## src/rtl/demux1_4_if.sv

```systemverilog
// Stream bus for the 1-to-4 demultiplexer: one input beat, four buffered outputs.
// Counter signals exist only when DEMUX_CNT_EN is defined.
interface demux1_4_if #(
    parameter int WIDTH = 2,
    parameter int CNT_W = 8
);
    logic [WIDTH-1:0] din;
    logic [1:0]       sel;
    logic             valid_in;
    logic             ready_in;
    logic [WIDTH-1:0] d0, d1, d2, d3;
    logic             v0, v1, v2, v3;
    logic             r0, r1, r2, r3;
`ifdef DEMUX_CNT_EN
    logic [CNT_W-1:0] cnt0, cnt1, cnt2, cnt3;

    modport master (
        output din, sel, valid_in, r0, r1, r2, r3,
        input  ready_in, d0, d1, d2, d3, v0, v1, v2, v3,
        input  cnt0, cnt1, cnt2, cnt3
    );

    modport slave (
        input  din, sel, valid_in, r0, r1, r2, r3,
        output ready_in, d0, d1, d2, d3, v0, v1, v2, v3,
        output cnt0, cnt1, cnt2, cnt3
    );
`else
    modport master (
        output din, sel, valid_in, r0, r1, r2, r3,
        input  ready_in, d0, d1, d2, d3, v0, v1, v2, v3
    );

    modport slave (
        input  din, sel, valid_in, r0, r1, r2, r3,
        output ready_in, d0, d1, d2, d3, v0, v1, v2, v3
    );
`endif
endinterface

```

## src/rtl/demux1_4.sv

```systemverilog
// Registered 1-to-4 stream demultiplexer with a single-entry buffer per channel.
// Optional per-channel delivery counters are enabled by defining DEMUX_CNT_EN.
module demux1_4 #(
    parameter int WIDTH = 2,
    parameter int CNT_W = 8
) (
    input logic        clk,
    input logic        rst_n,
    demux1_4_if.slave  bus
);
    // Mirror of the upstream 4:1 mux encoding: sel 00 -> d3 ... sel 11 -> d0.
    function automatic logic [1:0] map_sel(input logic [1:0] s);
        return ~s;
    endfunction

    logic [1:0]       tgt;
    logic [3:0]       rdy;
    logic [3:0]       acc_oh;
    logic [3:0]       drain;
    logic             accept;
    logic [3:0]       vld_p0;
    logic [WIDTH-1:0] data_p0 [4];

    assign tgt    = map_sel(bus.sel);
    assign rdy    = {bus.r3, bus.r2, bus.r1, bus.r0};
    assign drain  = vld_p0 & rdy;

    assign bus.ready_in = ~vld_p0[tgt] | rdy[tgt];
    assign accept       = bus.valid_in & bus.ready_in;
    assign acc_oh       = accept ? (4'b0001 << tgt) : 4'b0000;

    // Stage p0: channel buffers; an accept wins over a same-cycle drain.
    always_ff @(posedge clk) begin
        if (!rst_n) begin
            vld_p0 <= '0;
            for (int k = 0; k < 4; k++) begin
                data_p0[k] <= '0;
            end
        end else begin
            for (int k = 0; k < 4; k++) begin
                if (acc_oh[k]) begin
                    data_p0[k] <= bus.din;
                    vld_p0[k]  <= 1'b1;
                end else if (drain[k]) begin
                    vld_p0[k]  <= 1'b0;
                end
            end
        end
    end

    assign bus.d0 = data_p0[0];
    assign bus.d1 = data_p0[1];
    assign bus.d2 = data_p0[2];
    assign bus.d3 = data_p0[3];
    assign bus.v0 = vld_p0[0];
    assign bus.v1 = vld_p0[1];
    assign bus.v2 = vld_p0[2];
    assign bus.v3 = vld_p0[3];

`ifdef DEMUX_CNT_EN
    logic [CNT_W-1:0] cnt_p0 [4];

    // Delivered-beat counters wrap naturally at 2^CNT_W.
    always_ff @(posedge clk) begin
        if (!rst_n) begin
            for (int k = 0; k < 4; k++) begin
                cnt_p0[k] <= '0;
            end
        end else begin
            for (int k = 0; k < 4; k++) begin
                if (drain[k]) begin
                    cnt_p0[k] <= cnt_p0[k] + 1'b1;
                end
            end
        end
    end

    assign bus.cnt0 = cnt_p0[0];
    assign bus.cnt1 = cnt_p0[1];
    assign bus.cnt2 = cnt_p0[2];
    assign bus.cnt3 = cnt_p0[3];
`endif
endmodule

```

## src/flat_wrapper.sv

```systemverilog
// flat-port wrapper written by rule: the top's interface ports become plain ports
module demux1_4_flat 
#(
    parameter int WIDTH = 2,
    parameter int CNT_W = 8
)
  (clk, rst_n, bus_din, bus_sel, bus_valid_in, bus_r0, bus_r1, bus_r2, bus_r3, bus_ready_in, bus_d0, bus_d1, bus_d2, bus_d3, bus_v0, bus_v1, bus_v2, bus_v3);
  demux1_4_if #(.WIDTH(WIDTH), .CNT_W(CNT_W)) bus_i ();
  input logic clk;
  input logic rst_n;
  input wire logic [$bits(bus_i.din)-1:0] bus_din;
  input wire logic [$bits(bus_i.sel)-1:0] bus_sel;
  input wire logic [$bits(bus_i.valid_in)-1:0] bus_valid_in;
  input wire logic [$bits(bus_i.r0)-1:0] bus_r0;
  input wire logic [$bits(bus_i.r1)-1:0] bus_r1;
  input wire logic [$bits(bus_i.r2)-1:0] bus_r2;
  input wire logic [$bits(bus_i.r3)-1:0] bus_r3;
  output wire logic [$bits(bus_i.ready_in)-1:0] bus_ready_in;
  output wire logic [$bits(bus_i.d0)-1:0] bus_d0;
  output wire logic [$bits(bus_i.d1)-1:0] bus_d1;
  output wire logic [$bits(bus_i.d2)-1:0] bus_d2;
  output wire logic [$bits(bus_i.d3)-1:0] bus_d3;
  output wire logic [$bits(bus_i.v0)-1:0] bus_v0;
  output wire logic [$bits(bus_i.v1)-1:0] bus_v1;
  output wire logic [$bits(bus_i.v2)-1:0] bus_v2;
  output wire logic [$bits(bus_i.v3)-1:0] bus_v3;
  assign bus_i.din = bus_din;
  assign bus_i.sel = bus_sel;
  assign bus_i.valid_in = bus_valid_in;
  assign bus_i.r0 = bus_r0;
  assign bus_i.r1 = bus_r1;
  assign bus_i.r2 = bus_r2;
  assign bus_i.r3 = bus_r3;
  assign bus_ready_in = bus_i.ready_in;
  assign bus_d0 = bus_i.d0;
  assign bus_d1 = bus_i.d1;
  assign bus_d2 = bus_i.d2;
  assign bus_d3 = bus_i.d3;
  assign bus_v0 = bus_i.v0;
  assign bus_v1 = bus_i.v1;
  assign bus_v2 = bus_i.v2;
  assign bus_v3 = bus_i.v3;
  demux1_4 #(.WIDTH(WIDTH), .CNT_W(CNT_W)) u_core (.clk(clk), .rst_n(rst_n), .bus(bus_i));
endmodule
```

## config.mk

```make
export PLATFORM = sky130hd
export DESIGN_NAME = demux1_4_flat
export DESIGN_NICKNAME = d
export VERILOG_FILES = /design/src/rtl/demux1_4_if.sv /design/src/rtl/demux1_4.sv /design/src/flat_wrapper.sv
export SDC_FILE = /design/constraint.sdc
export NUM_CORES = 1
export LEC_CHECK = 0
export CAP_MARGIN = 20
export CORE_MARGIN = 3
export CORE_UTILIZATION = 37
export DETAILED_ROUTE_END_ITERATION = 10
export GPL_TIMING_DRIVEN = 0
export PLACE_DENSITY = 0.74
export REMOVE_ABC_BUFFERS = 1
export SLEW_MARGIN = 20
export SYNTH_ARGS = -nofsm -noshare
export SYNTH_HDL_FRONTEND = slang
export SYNTH_SLANG_ARGS = --single-unit
export TNS_END_PERCENT = 20
```

## constraint.sdc

```tcl
create_clock -name clk -period 1.3 [get_ports clk]
set_clock_uncertainty 0.15 [all_clocks]
set_input_delay 0.195 -clock clk [delete_from_list [all_inputs] [get_ports clk]]
set_output_delay 0.195 -clock clk [all_outputs]
set_load 0.02 [all_outputs]
```

==> impl_metrics.yaml, run 1 <==
clock_tree:
  path_clk_slew_ns: 0.07
  numCtsBuffers: 3
  root_buffer: "clkbuf_4"
  tritoncts: "yes"
  cts_sinks: 12
  cts_max_path_buffers: 2
  htree_levels: 1
  clock_latency_ns: 0.27
layout:
  area_growth_pct: 48.2
  antenna_cells: 0
  drive_above_1_share_pct: 33.8
  multiInputGateArea_um2: 304
  utilization_pct: 63.0
  nets: 89
  seq_area_um2: 322
  nFillCells: 121
synthesis:
  syn_inst: 49
  yosysTopAreaCellShare_pct: 40.4
  yosysSeqAreaShare_pct: 53.9
  avgSynthCellArea_um2: 12.1
  synth_area_um2: 594
  ys_ff_latch: 12
  yosysUniqueCellTypes: 13
  synth_area_leader_cell: "edfxtp_1"
  synthTopCellsByArea: "edfxtp_1 (40%), dfxtp_1 (13%), nor4b_1 (12%), o31ai_1 (10%), nand3b_1 (6.3%)"
  yosysWarnings: 0
power_and_ir_drop:
  leakagePower_nw: 0.329
  vdd_drop_max_uv: 771
  powerDensity_mw_per_mm2: 916
worst_setup_path:
  arrival_ns: 1.44
  slowest_stage: "mux4_2"
  critPathLaunchType: "flop"
  r2r_slack_ns: 0.05
  path_max_fanout: 2
  criticalPathCategory: "flop to primary output"
  crit_required_ns: 0.95
  cp-end-kind: "primary output"
  r2r_start: "u_core.vld_p0[1]$_SDFFE_PN0P_"
  startpoint: "u_core.vld_p0[1]$_SDFFE_PN0P_"
  crit_chain: "or2b_1 > mux4_2 > buf_6"
  cp_slowest_stage_delay_ns: 0.48
sta:
  finalCritPeriodShare_pct: 137
  setup_ws_ns: -0.487
  rsz0062_at_grt: "yes"
  tightest_slew_ns: 0.372
  maxSlewViolCount: 0
  timing.fmax_mhz: 560
  min_period_ns: 1.79
  hold_viol: 0
  fin_setup_tns_ns: -0.487
  slew_headroom_pct: 75.1
  finalSetupViolations: 1
global_route:
  antenna_found_initial: 0
  grt_max_degree: 11
  grt_pass1_wl_um: 1900
  gr-total-overflow: 0
  grt_pass1_vias: 437
  grt_usage_pct: 12.8
floorplan:
  pin_count: 24
  dieArea_mm2: 0.00212
  die_h_um: 46.1
  start_util_pct: 42.5
  fp.coreArea_mm2: 0.00140
  fp-row-count: 13
  die_w_um: 46.1
detailed_routing:
  final_antenna_net_count: 0
  dr.first_iter.drc_count: 4
  wirelength_um: 1260
  drc_errors: 0
  post_drt_wl_per_cell_um: 13.6
  vias_per_cell: 5.16
  via_count: 475
  dr.pass1.iters: 2
min_path:
  hold_path.class: "primary input to flop"
  min_from: "rst_n"
placed_design:
  port_buffers: 23
  hpwl_um: 915
  globalplace.congestion: 0.760
  place_ws_ns: -0.980
job:
  maxCapViolations: 0
status:
  run_status: "finished, violations left"
  violations: "negative setup slack"
[cells by family after synthesis]
group | after synthesis | synth area share, %
DFF | 12 | 53.9
muxes | 1 | 3.79
and+or+nand+nor | 25 | 30.1
AOI/OAI and AO/OA | 8 | 10.1
buffers and inverters | 3 | 2.10
[cells in the final DEF, fill, tap and decap left out, types with 2 or more instances in the layout]
cell             Yosys  layout
buf_2                1       3
buf_4                0       2
clkbuf_2             0       6
clkbuf_4             0       3
clkdlybuf4s15_1      0       2
clkdlybuf4s15_2      0       2
clkdlybuf4s50_1      0       5
dfxtp_1              4       3
dlygate4sd2_1        0       3
edfxtp_1             8       8
nand2_1              2       2
nand2b_1             5       5
nand3b_1             5       5
nor2b_1              4       3
nor4b_1              8       7
o31ai_1              8       4
o31ai_2              0       3
[per-stage QoR]
stage,area [µm²],total power [W],hold WS (ns),instances
after floorplan,589,0.000502,0.152,48
after global placement,838,0.000582,0.355,86
after detailed placement,838,0.000585,0.361,86
after CTS,893,0.000815,0.269,91
after global routing,881,0.000843,0.239,92
final,881,0.000807,0.213,92
[power by group]
part / switching (W) / internal, W / leakage [nW]
logic: 0.0000785 / 0.0000662 / 0.194
clock network: 0.000121 / 0.000111 / 0.0154
registers: 0.00000608 / 0.000423 / 0.119
[cell usage after synthesis, drive strengths merged]
cell,n
nand2b,5
nor4b,8
dfxtp,4
nor2b,4
buf,1
mux4,1
or2b,1
nand2,2
inv,2
o31ai,8
nand3b,5
edfxtp,8
[final timing paths]
check                                                     endpoint  cells past startpoint
worst max-delay path                                  bus_ready_in                      3
worst min-delay path            u_core.data_p0[1][0]$_SDFFCE_PN0P_                      2
worst max register to register  u_core.data_p0[1][0]$_SDFFCE_PN0P_                      3
worst min register to register       u_core.vld_p0[2]$_SDFFE_PN0P_                      2
[worst max-delay path: cells and delay by family (launching register included)]
kind                   cells  cell delay [ns]
buffers and inverters      1             0.15
flip-flops                 1             0.32
multiplexers               1             0.48
AND/OR/NAND/NOR            1             0.22
[what timing repair did]
| item | CTS | global route |
|---|---|---|
| hold buffers | 0 | 0 |
| pin swaps | 0 | 5 |
| setup buffers | 1 | 1 |
| cloned | 0 | 0 |
| setup endpoints to repair | 32 | 26 |
| gates resized for setup | 44 | 15 |
[sequential cells by signal (all words and copies together), names as in the netlist]
| name | cells |
|---|---|
| u_core.data_p0 | 8 |
| u_core.vld_p0 | 4 |
[layer usage]
metal	vias up	track usage (%)	share of wire [%]
li1	251	-	-
met1	207	16.4	46
met2	17	19.2	47
met3	0	5.86	6.8
met4	0	3.41	0
met5	-	0	0
[final cells by class]
| type | instances | share of cell area, % |
|---|---|---|
| Clock inverter | 1 | 0.426 |
| Tap cell | 15 | 2.13 |
| Clock buffer | 3 | 2.56 |
| Multi-Input combinational cell | 34 | 34.5 |
| Inverter | 2 | 0.852 |
| Timing Repair Buffer | 25 | 23.0 |
| Sequential cell | 12 | 36.5 |
No activity file was read; power rests on OpenSTA's default activity.
==> run 2, diff against run 1 <==
- SLEW_MARGIN: 20 -> not set
==> results of run 2 <==
The final DEF is identical to that of run 1; final timing and power are the same.
